## src/rtl/crc32_fcs_tx.sv

```systemverilog
`default_nettype none
// ============================================================================
// Module   : crc32_fcs_tx
// Brief    : Transmit FCS controller; pads short frames, appends CRC-32 FCS,
//            then holds off input for the inter-frame gap.
// Revision : 1.0  initial release
// ============================================================================
module crc32_fcs_tx #(
    parameter int MIN_LEN = 60,
    parameter int PAD_EN  = 1,
    parameter int IFG     = 12
) (
    input  logic       clk,
    input  logic       rst,
    input  logic [7:0] in_dat,
    input  logic       in_val,
    input  logic       in_last,
    output logic       in_rdy,
    output logic [7:0] out_dat,
    output logic       out_val,
    output logic       out_last,
    input  logic       out_rdy,
    output logic       busy
);

    localparam logic [2:0]  c_st_idle  = 3'd0;
    localparam logic [2:0]  c_st_data  = 3'd1;
    localparam logic [2:0]  c_st_pad   = 3'd2;
    localparam logic [2:0]  c_st_fcs   = 3'd3;
    localparam logic [2:0]  c_st_gap   = 3'd4;

    localparam logic [31:0] c_crc_init = 32'hFFFF_FFFF;
    localparam logic [31:0] c_poly     = 32'hEDB8_8320;
    localparam logic [15:0] c_min_len  = 16'(MIN_LEN);
    localparam logic [15:0] c_gap_last = 16'(IFG - 1);
    localparam bit          c_pad_en   = (PAD_EN != 0);

    // Reflected CRC-32, one byte LSB-first; equivalent to the 256-entry table step.
    function automatic logic [31:0] f_crc_byte(input logic [31:0] crc, input logic [7:0] dat);
        logic [31:0] v;
        v = crc ^ {24'd0, dat};
        for (int i = 0; i < 8; i++) begin
            v = v[0] ? ((v >> 1) ^ c_poly) : (v >> 1);
        end
        return v;
    endfunction

    logic [2:0]  r_state;
    logic [31:0] r_crc;
    logic [15:0] r_cnt;
    logic [2:0]  r_fcs_idx;
    logic [15:0] r_gap_cnt;
    logic [7:0]  r_out_dat;
    logic        r_out_val;
    logic        r_out_last;

    logic [2:0]  w_state_nxt;
    logic [31:0] w_crc_nxt;
    logic [15:0] w_cnt_nxt;
    logic [2:0]  w_fcs_idx_nxt;
    logic [15:0] w_gap_cnt_nxt;
    logic [7:0]  w_out_dat_nxt;
    logic        w_out_val_nxt;
    logic        w_out_last_nxt;

    logic        w_ld;
    logic        w_in_xfer;
    logic [31:0] w_crc_base;
    logic [15:0] w_cnt_base;
    logic [15:0] w_cnt_inc;
    logic [31:0] w_crc_in;
    logic [31:0] w_crc_pad;
    logic [31:0] w_fcs;
    logic [7:0]  w_fcs_byte;

    // Output register may take a new byte when empty or being drained this cycle.
    assign w_ld      = !r_out_val || out_rdy;
    assign in_rdy    = !rst && ((r_state == c_st_idle) || (r_state == c_st_data)) && w_ld;
    assign w_in_xfer = in_val && in_rdy;

    // A frame always starts from the init value, whatever the register holds.
    assign w_crc_base = (r_state == c_st_idle) ? c_crc_init : r_crc;
    assign w_cnt_base = (r_state == c_st_idle) ? 16'd0 : r_cnt;
    assign w_cnt_inc  = (w_cnt_base == 16'hFFFF) ? w_cnt_base : (w_cnt_base + 16'd1);
    assign w_crc_in   = f_crc_byte(w_crc_base, in_dat);
    assign w_crc_pad  = f_crc_byte(r_crc, 8'h00);
    assign w_fcs      = ~r_crc;

    always_comb begin
        w_fcs_byte = w_fcs[7:0];
        case (r_fcs_idx[1:0])
            2'd0:    w_fcs_byte = w_fcs[7:0];
            2'd1:    w_fcs_byte = w_fcs[15:8];
            2'd2:    w_fcs_byte = w_fcs[23:16];
            default: w_fcs_byte = w_fcs[31:24];
        endcase
    end

    always_comb begin
        w_state_nxt    = r_state;
        w_crc_nxt      = r_crc;
        w_cnt_nxt      = r_cnt;
        w_fcs_idx_nxt  = r_fcs_idx;
        w_gap_cnt_nxt  = r_gap_cnt;
        w_out_dat_nxt  = r_out_dat;
        w_out_val_nxt  = r_out_val;
        w_out_last_nxt = r_out_last;

        if (w_ld) begin
            w_out_val_nxt  = 1'b0;
            w_out_last_nxt = 1'b0;
        end

        case (r_state)
            c_st_idle, c_st_data: begin
                if (w_in_xfer) begin
                    w_out_dat_nxt = in_dat;
                    w_out_val_nxt = 1'b1;
                    w_crc_nxt     = w_crc_in;
                    w_cnt_nxt     = w_cnt_inc;
                    w_state_nxt   = c_st_data;
                    if (in_last) begin
                        w_fcs_idx_nxt = 3'd0;
                        w_state_nxt   = (c_pad_en && (w_cnt_inc < c_min_len)) ? c_st_pad : c_st_fcs;
                    end
                end
            end

            c_st_pad: begin
                if (w_ld) begin
                    w_out_dat_nxt = 8'h00;
                    w_out_val_nxt = 1'b1;
                    w_crc_nxt     = w_crc_pad;
                    w_cnt_nxt     = w_cnt_inc;
                    if (w_cnt_inc >= c_min_len) begin
                        w_fcs_idx_nxt = 3'd0;
                        w_state_nxt   = c_st_fcs;
                    end
                end
            end

            c_st_fcs: begin
                if (r_fcs_idx != 3'd4) begin
                    if (w_ld) begin
                        w_out_dat_nxt  = w_fcs_byte;
                        w_out_val_nxt  = 1'b1;
                        w_out_last_nxt = (r_fcs_idx == 3'd3);
                        w_fcs_idx_nxt  = r_fcs_idx + 3'd1;
                    end
                end else if (out_rdy) begin
                    // Final FCS byte leaves this cycle; the gap count starts next cycle.
                    w_crc_nxt     = c_crc_init;
                    w_cnt_nxt     = 16'd0;
                    w_gap_cnt_nxt = 16'd0;
                    w_state_nxt   = (IFG == 0) ? c_st_idle : c_st_gap;
                end
            end

            c_st_gap: begin
                if (r_gap_cnt >= c_gap_last) begin
                    w_state_nxt = c_st_idle;
                end else begin
                    w_gap_cnt_nxt = r_gap_cnt + 16'd1;
                end
            end

            default: begin
                w_state_nxt = c_st_idle;
            end
        endcase
    end

    always_ff @(posedge clk) begin
        if (rst) begin
            r_state    <= c_st_idle;
            r_crc      <= c_crc_init;
            r_cnt      <= 16'd0;
            r_fcs_idx  <= 3'd0;
            r_gap_cnt  <= 16'd0;
            r_out_dat  <= 8'h00;
            r_out_val  <= 1'b0;
            r_out_last <= 1'b0;
        end else begin
            r_state    <= w_state_nxt;
            r_crc      <= w_crc_nxt;
            r_cnt      <= w_cnt_nxt;
            r_fcs_idx  <= w_fcs_idx_nxt;
            r_gap_cnt  <= w_gap_cnt_nxt;
            r_out_dat  <= w_out_dat_nxt;
            r_out_val  <= w_out_val_nxt;
            r_out_last <= w_out_last_nxt;
        end
    end

    assign out_dat  = r_out_dat;
    assign out_val  = r_out_val;
    assign out_last = r_out_last;
    assign busy     = (r_state != c_st_idle);

endmodule
`default_nettype wire

```

## config.mk

```make
export PLATFORM = sky130hd
export DESIGN_NAME = crc32_fcs_tx
export DESIGN_NICKNAME = d
export VERILOG_FILES = /design/src/rtl/crc32_fcs_tx.sv
export SDC_FILE = /design/constraint.sdc
export NUM_CORES = 1
export LEC_CHECK = 0
export CAP_MARGIN = 20
export CORE_AREA = 2 2 122 94
export DETAILED_ROUTE_END_ITERATION = 16
export DIE_AREA = 0 0 124 96
export HOLD_SLACK_MARGIN = 0.05
export PLACE_DENSITY = 0.72
export REMOVE_ABC_BUFFERS = 1
export SYNTH_ARGS = -nofsm -noshare
export SYNTH_HDL_FRONTEND = slang
export SYNTH_SLANG_ARGS = --single-unit
```

## constraint.sdc

```tcl
create_clock -name clk -period 4.61 [get_ports clk]
set_input_delay 0.922 -clock clk [delete_from_list [all_inputs] [get_ports clk]]
set_output_delay 0.922 -clock clk [all_outputs]
set_load 0.03 [all_outputs]
```

# Word-level counts from Yosys, hierarchy flattened
# Index checks and enable logic that the tools add are counted.
# op_classes
n_reduce_logical	18
add_sub_neg	3
n_bitwise	18
div_mod_pow	0
n_shift	0
eq_ne	19
mux	62
n_mul	0
magnitude_cmp	3
# ops
cell	count
two-way mux 32 bit	21
inverter 13 -> 14 bit	16
two-way mux 16 bit	7
case mux 32 bit (3 select lines)	1
case mux 16 bit (3 select lines)	1
case mux 8 bit (3 select lines)	2
two-way mux 3 bit	12
adder 16 x 1 -> 16 bit, second input constant	2
two-way mux 8 bit	4
inverter 32 bit	1
case mux 16 bit (2 select lines)	1
bitwise XOR 32 x 8 -> 32 bit	1
!= test 2 bit, second input constant	10
equality test 16 bit, second input constant	1
greater-or-equal comparator 16 x 4 -> 1 bit, second input constant	1
greater-or-equal comparator 16 x 6 -> 1 bit, second input constant	1
less-than comparator 16 x 6 -> 1 bit, second input constant	1
case mux 3 bit (4 select lines)	1
AND reduction 5 bit	2
equality test 3 x 2 -> 1 bit, second input constant	3
two-way mux 1 bit	9
case mux 3 bit (3 select lines)	1
AND reduction 7 bit	1
AND reduction 6 bit	1
17 further kinds	22
# word_totals
in_bits	13
register_bits	80
ram_bits	0
romBits	0
elab_cells	131
out_inout_bits	12
mem_count	0
latchBits	0

# Depth between registers and ports, before layout
# logic_depth
depth_word	21
depth_mapped	15
ltp_nobuf	11

# Worst setup path after synthesis
# No wires, ideal clock.
# synth_path
path_type	reg-to-reg
from	register r_state[0]
to	register r_state[0]
n_path_buf	4
setup_time_ns	0.116
t_required_ns	4.494
slack_ns	1.054
period_less_slack_ns	3.556
arrival_time_ns	3.440
path_stages_with_launch	16
cell_sequence	dfxtp_1 buf_6 nor3_4 inv_2 clkbuf_1 clkbuf_1 and2_1 ha_1 and3_1 clkbuf_1 nand3_1 nor4b_1 o32ai_1 a2111oi_0 o211ai_1 a31o_2
# synth_between
elab_chain_cells	9
elab_cells_between_ends	27
cone_classes	1 x add/sub; 2 x order compare; 11 x eq/ne; 6 x mux; 7 x reduce/logical
# synth_rtl
item	line	source
from (decl)	48	logic [2:0] r_state;
from (signal assigned)	175	r_state <= c_st_idle;
from (signal assigned)	184	r_state <= w_state_nxt;
logical NOT 3 bit	78, 83, 114	
two-way mux 16 bit	83	assign w_cnt_base = (r_state == c_st_idle) ? 16'd0 : r_cnt;
adder 16 x 1 -> 16 bit / equality test 16 bit (equally long branches)	84	assign w_cnt_inc = (w_cnt_base == 16'hFFFF) ? w_cnt_base : (w_cnt_base + 16'd1);
two-way mux 16 bit	84	
less-than comparator 16 x 6 -> 1 bit	124	w_state_nxt = (c_pad_en && (w_cnt_inc < c_min_len)) ? c_st_pad : c_st_fcs;
two-way mux 1 bit	124	
two-way mux 2 bit	122	if (in_last) begin
two-way mux 3 bit	116	if (w_in_xfer) begin
case mux 3 bit (4 select lines)	114	case (r_state)
# Parallel ways exist; a longest one is shown, timed or not. The select of a mux whose other input is x is not followed.
# A chain may end at the register's enable or synchronous reset.

# Final worst setup path
# layout_path
from	register r_state[2]
to	register r_fcs_idx[2]
# layout_between
elab_chain_cells	7
elab_cells_between_ends	23
cone_classes	1 x add/sub; 1 x order compare; 10 x eq/ne; 3 x mux; 8 x reduce/logical
# layout_rtl
item	line	source
logical NOT 3 bit / equality test 3 x 1 -> 1 bit (equally long branches)	78, 83, 114	
two-way mux 16 bit / logical OR 1 bit (equally long branches)	83, 78	
adder 16 x 1 -> 16 bit, or another cell as far along	84	
two-way mux 16 bit / logical AND 1 bit (equally long branches)	84, 78	
greater-or-equal comparator 16 x 6 -> 1 bit / logical AND 1 bit (equally long branches)	135, 79	
!= test 2 bit (no line)	n/a	
AND reduction 7 bit (no line)	n/a	
to (signal assigned)	187	r_fcs_idx <= w_fcs_idx_nxt;
to (decl)	51	logic [2:0] r_fcs_idx;
# Parallel ways exist; a longest one is shown, timed or not.

==> impl_metrics.csv <==
group,metric,value,unit
clock_tree,cts-resized-gates,0,
drt,via_per_inst,6.34,
die,start_util,53.6,%
cells_and_area,drive_above_1_share,6.50,%
worst_setup_path,crit_required,4.86,ns
cells_and_area,num-fill-cells,1008,
drt,drt-total-wl,16900,µm
synthesis,syn_area,5750,µm²
worst_setup_path,path_buf_inv,1,
global_routing,use_met1,42.5,%
clock_tree,path_clk_slew,0.07,ns
synthesis,synth_top_family_by_area,"compound AO/OA/AOI/OAI gates",
sta,holdWs,0.501,ns
clock_tree,tritoncts,"yes",
global_routing,grt_antenna_before_repair,0,
drt,drt_iter0_markers,560,
synthesis,synth_area_per_cell,7.89,µm²
placement,post-place-ws,0.912,ns
synthesis,synth_edf_count,0,
run,cap_violations,0,
sta,max_slew_margin,23.2,%
global_routing,grt_max_degree,32,
placement,place_congestion,0.956,
sta,fin_crit_sh,82.6,%
die,num_io_pins,25,
synthesis,synth_async_sr_flop_share,0,%
placement,hpwlAfterDp,11700,µm
cells_and_area,layout.nets,738,
synthesis,ys_ff_latch,80,
synthesis,synthAdderAreaFrac,1.52,%
drt,routedWlPerCell,19.6,µm
sta,fin_ws,0.800,ns
global_routing,grtUsageMet3,7.82,%
worst_setup_path,startpoint_type,"register",
synthesis,synth_top_area_cell,"dfxtp_1",
clock_tree,postCtsSetupBuffers,0,
clock_tree,cts_buffers,9,
drt,vias,5469,
global_routing,overflow,0,
die,fp.dieH,96,µm
power_and_ir_drop,p_leak,2.19,nW
worst_setup_path,max_stage_delay,0.68,ns
global_routing,grt_pass1_wl,27300,µm
sta,hold_viol,0,
die,die_area,11900,µm²
cells_and_area,diodes,0,
placement,numPlacedInstances,847,
worst_setup_path,critPathKind,"register to register",
clock_tree,ctsHoldBuffers,0,
sta,fmax,0.262,GHz
worst_setup_path,critPathCaptureType,"register",
worst_setup_path,worstPathMaxFanout,14,
clock_tree,cts_num_sinks,80,
worst_setup_path,path_delay_family,"compound AO/OA/AOI/OAI gates",
clock_tree,htree_levels,3,
clock_tree,clockBufferDepth,2,
placement,placed_cell_area,6020,µm²
die,num_rows,33,
sta,setup_viol,0,
synthesis,synth_warnings,0,
drt,dr.pass1.iters,5,
sta,worst_pin_slew,1.15,ns
global_routing,first_global_vias,5135,
worst_setup_path,cp.arrival,4.06,ns
synthesis,synth_area_leaders,"dfxtp_1, xnor2_1, xor2_1",
drt,drc,0,
cells_and_area,final_area,6350,µm²
synthesis,synth_xor_area_share,21.6,%
synthesis,synth_top_area_share,27.9,%
sta,finClkSkew,0.00753,ns
sta,period_minus_slack,3.81,ns
worst_setup_path,slowest_stage,"a2111oi_0",
sta,tns,0,ns
global_routing,grt_usage,30.1,%
clock_tree,clk_latency,0.35,ns
synthesis,yosys.cell_types.count,68,
die,die_w,124,µm
sta,maxSlewViolCount,0,
synthesis,yosys.area_share.simple,19.8,%
die,core_area,10700,µm²
status,status,"finished, final reports clean",
worst_setup_path,regToRegSetupSlack,0.80,ns
power_and_ir_drop,p_per_area,480,nW/µm²
min_path,min_path_type,"register to register",
global_routing,grt-busiest-layer,"met2",
cells_and_area,area_delta_synth_final,10.5,%
cells_and_area,fin_cells,863,
synthesis,synthMuxAreaShare,0.718,%
synthesis,synth-main-ff-cell,"dfxtp_1",
power_and_ir_drop,ir_drop,318,µV
sta,rsz0062_at_grt,"false",
drt,drtAntennaViolNets,0,
global_routing,use_met2,44.3,%
synthesis,ys_seq_area_share,27.9,%
clock_tree,clockRootBuffer,"clkbuf_16",
placement,port_buffers,24,
worst_setup_path,crit_chain,"nor3_4, inv_2, and2_1, ha_1, and3_1, nand3_1, nor4b_1, o32ai_1, a2111oi_0, a31oi_1, o31ai_1",
synthesis,yosysMostFrequentCell,"xnor2_1",
power_and_ir_drop,power.total,3.05,mW
synthesis,synth_top_cells_by_count,"xnor2_1, nor2_1, dfxtp_1",
synthesis,synth_compound_area_share,23.6,%
cells_and_area,fin_util,59.2,%
synthesis,syn_inst,729,
==> power by group <==
part / internal, mW / switching (mW) / leakage, nW / total (mW)
combinational: 0.592 / 0.743 / 1.37 / 1.34
sequential: 0.768 / 0.134 / 0.655 / 0.902
clock: 0.486 / 0.328 / 0.163 / 0.814
==> worst register-to-register path, stage by stage (launching register included) <==
cell       delay, ns
dfxtp_1         0.62
nor3_4          0.10
inv_2           0.16
and2_1          0.15
ha_1            0.37
and3_1          0.33
nand3_1         0.21
nor4b_1         0.34
o32ai_1         0.11
a2111oi_0       0.68
a31oi_1         0.33
o31ai_1         0.32
==> sequential cells by signal (all words and copies together) (netlist names), named ones only <==
signal,count
r_state,3
out_val,1
out_dat,8
r_gap_cnt,16
r_fcs_idx,3
r_crc,32
r_cnt,16
==> final cells by class <==
class                           instances  area (µm²)  share of cell area [%]
Timing Repair Buffer                   37         333                    5.24
Tap cell                              140         175                    2.76
Multi-Input combinational cell        580        3870                    61.0
Clock buffer                            9         225                    3.55
Sequential cell                        80        1600                    25.2
Clock inverter                          7         106                    1.67
Inverter                               10        37.5                   0.591
==> path summary, 6_finish.rpt <==
kind         cells past startpoint           from            end
max                             11     r_state[2]   r_fcs_idx[2]
min                              2  r_gap_cnt[15]  r_gap_cnt[15]
max reg2reg                     11     r_state[2]   r_fcs_idx[2]
min reg2reg                      2  r_gap_cnt[15]  r_gap_cnt[15]
==> routing by layer <==
layer	part of all wire [%]	vias up	wire, µm
li1	-	2589	-
met1	45	2553	7580
met2	43	295	7250
met3	11	32	1830
met4	1.7	0	290
met5	0	-	0
==> layout by cell type (no fill, tap or decap), types with 10 or more instances in the layout <==
cell type / instances
a211oi_1: 13
a21oi_1: 49
a221oi_1: 14
a22oi_1: 10
a31oi_1: 12
and3_1: 11
buf_4: 13
clkdlybuf4s50_1: 23
dfxtp_1: 80
nand2_1: 50
nand3_1: 19
nor2_1: 84
nor2b_1: 14
nor3_1: 14
o21ai_0: 30
o22ai_1: 17
xnor2_1: 87
xor2_1: 42
==> cell families after synthesis <==
kind of cell,Yosys count
flops,80
simple gates,235
compound gates,199
xor+xnor,135
buf+inv,69
fa+ha+maj,7
mux,4
Power figures use the tool's default switching activity.
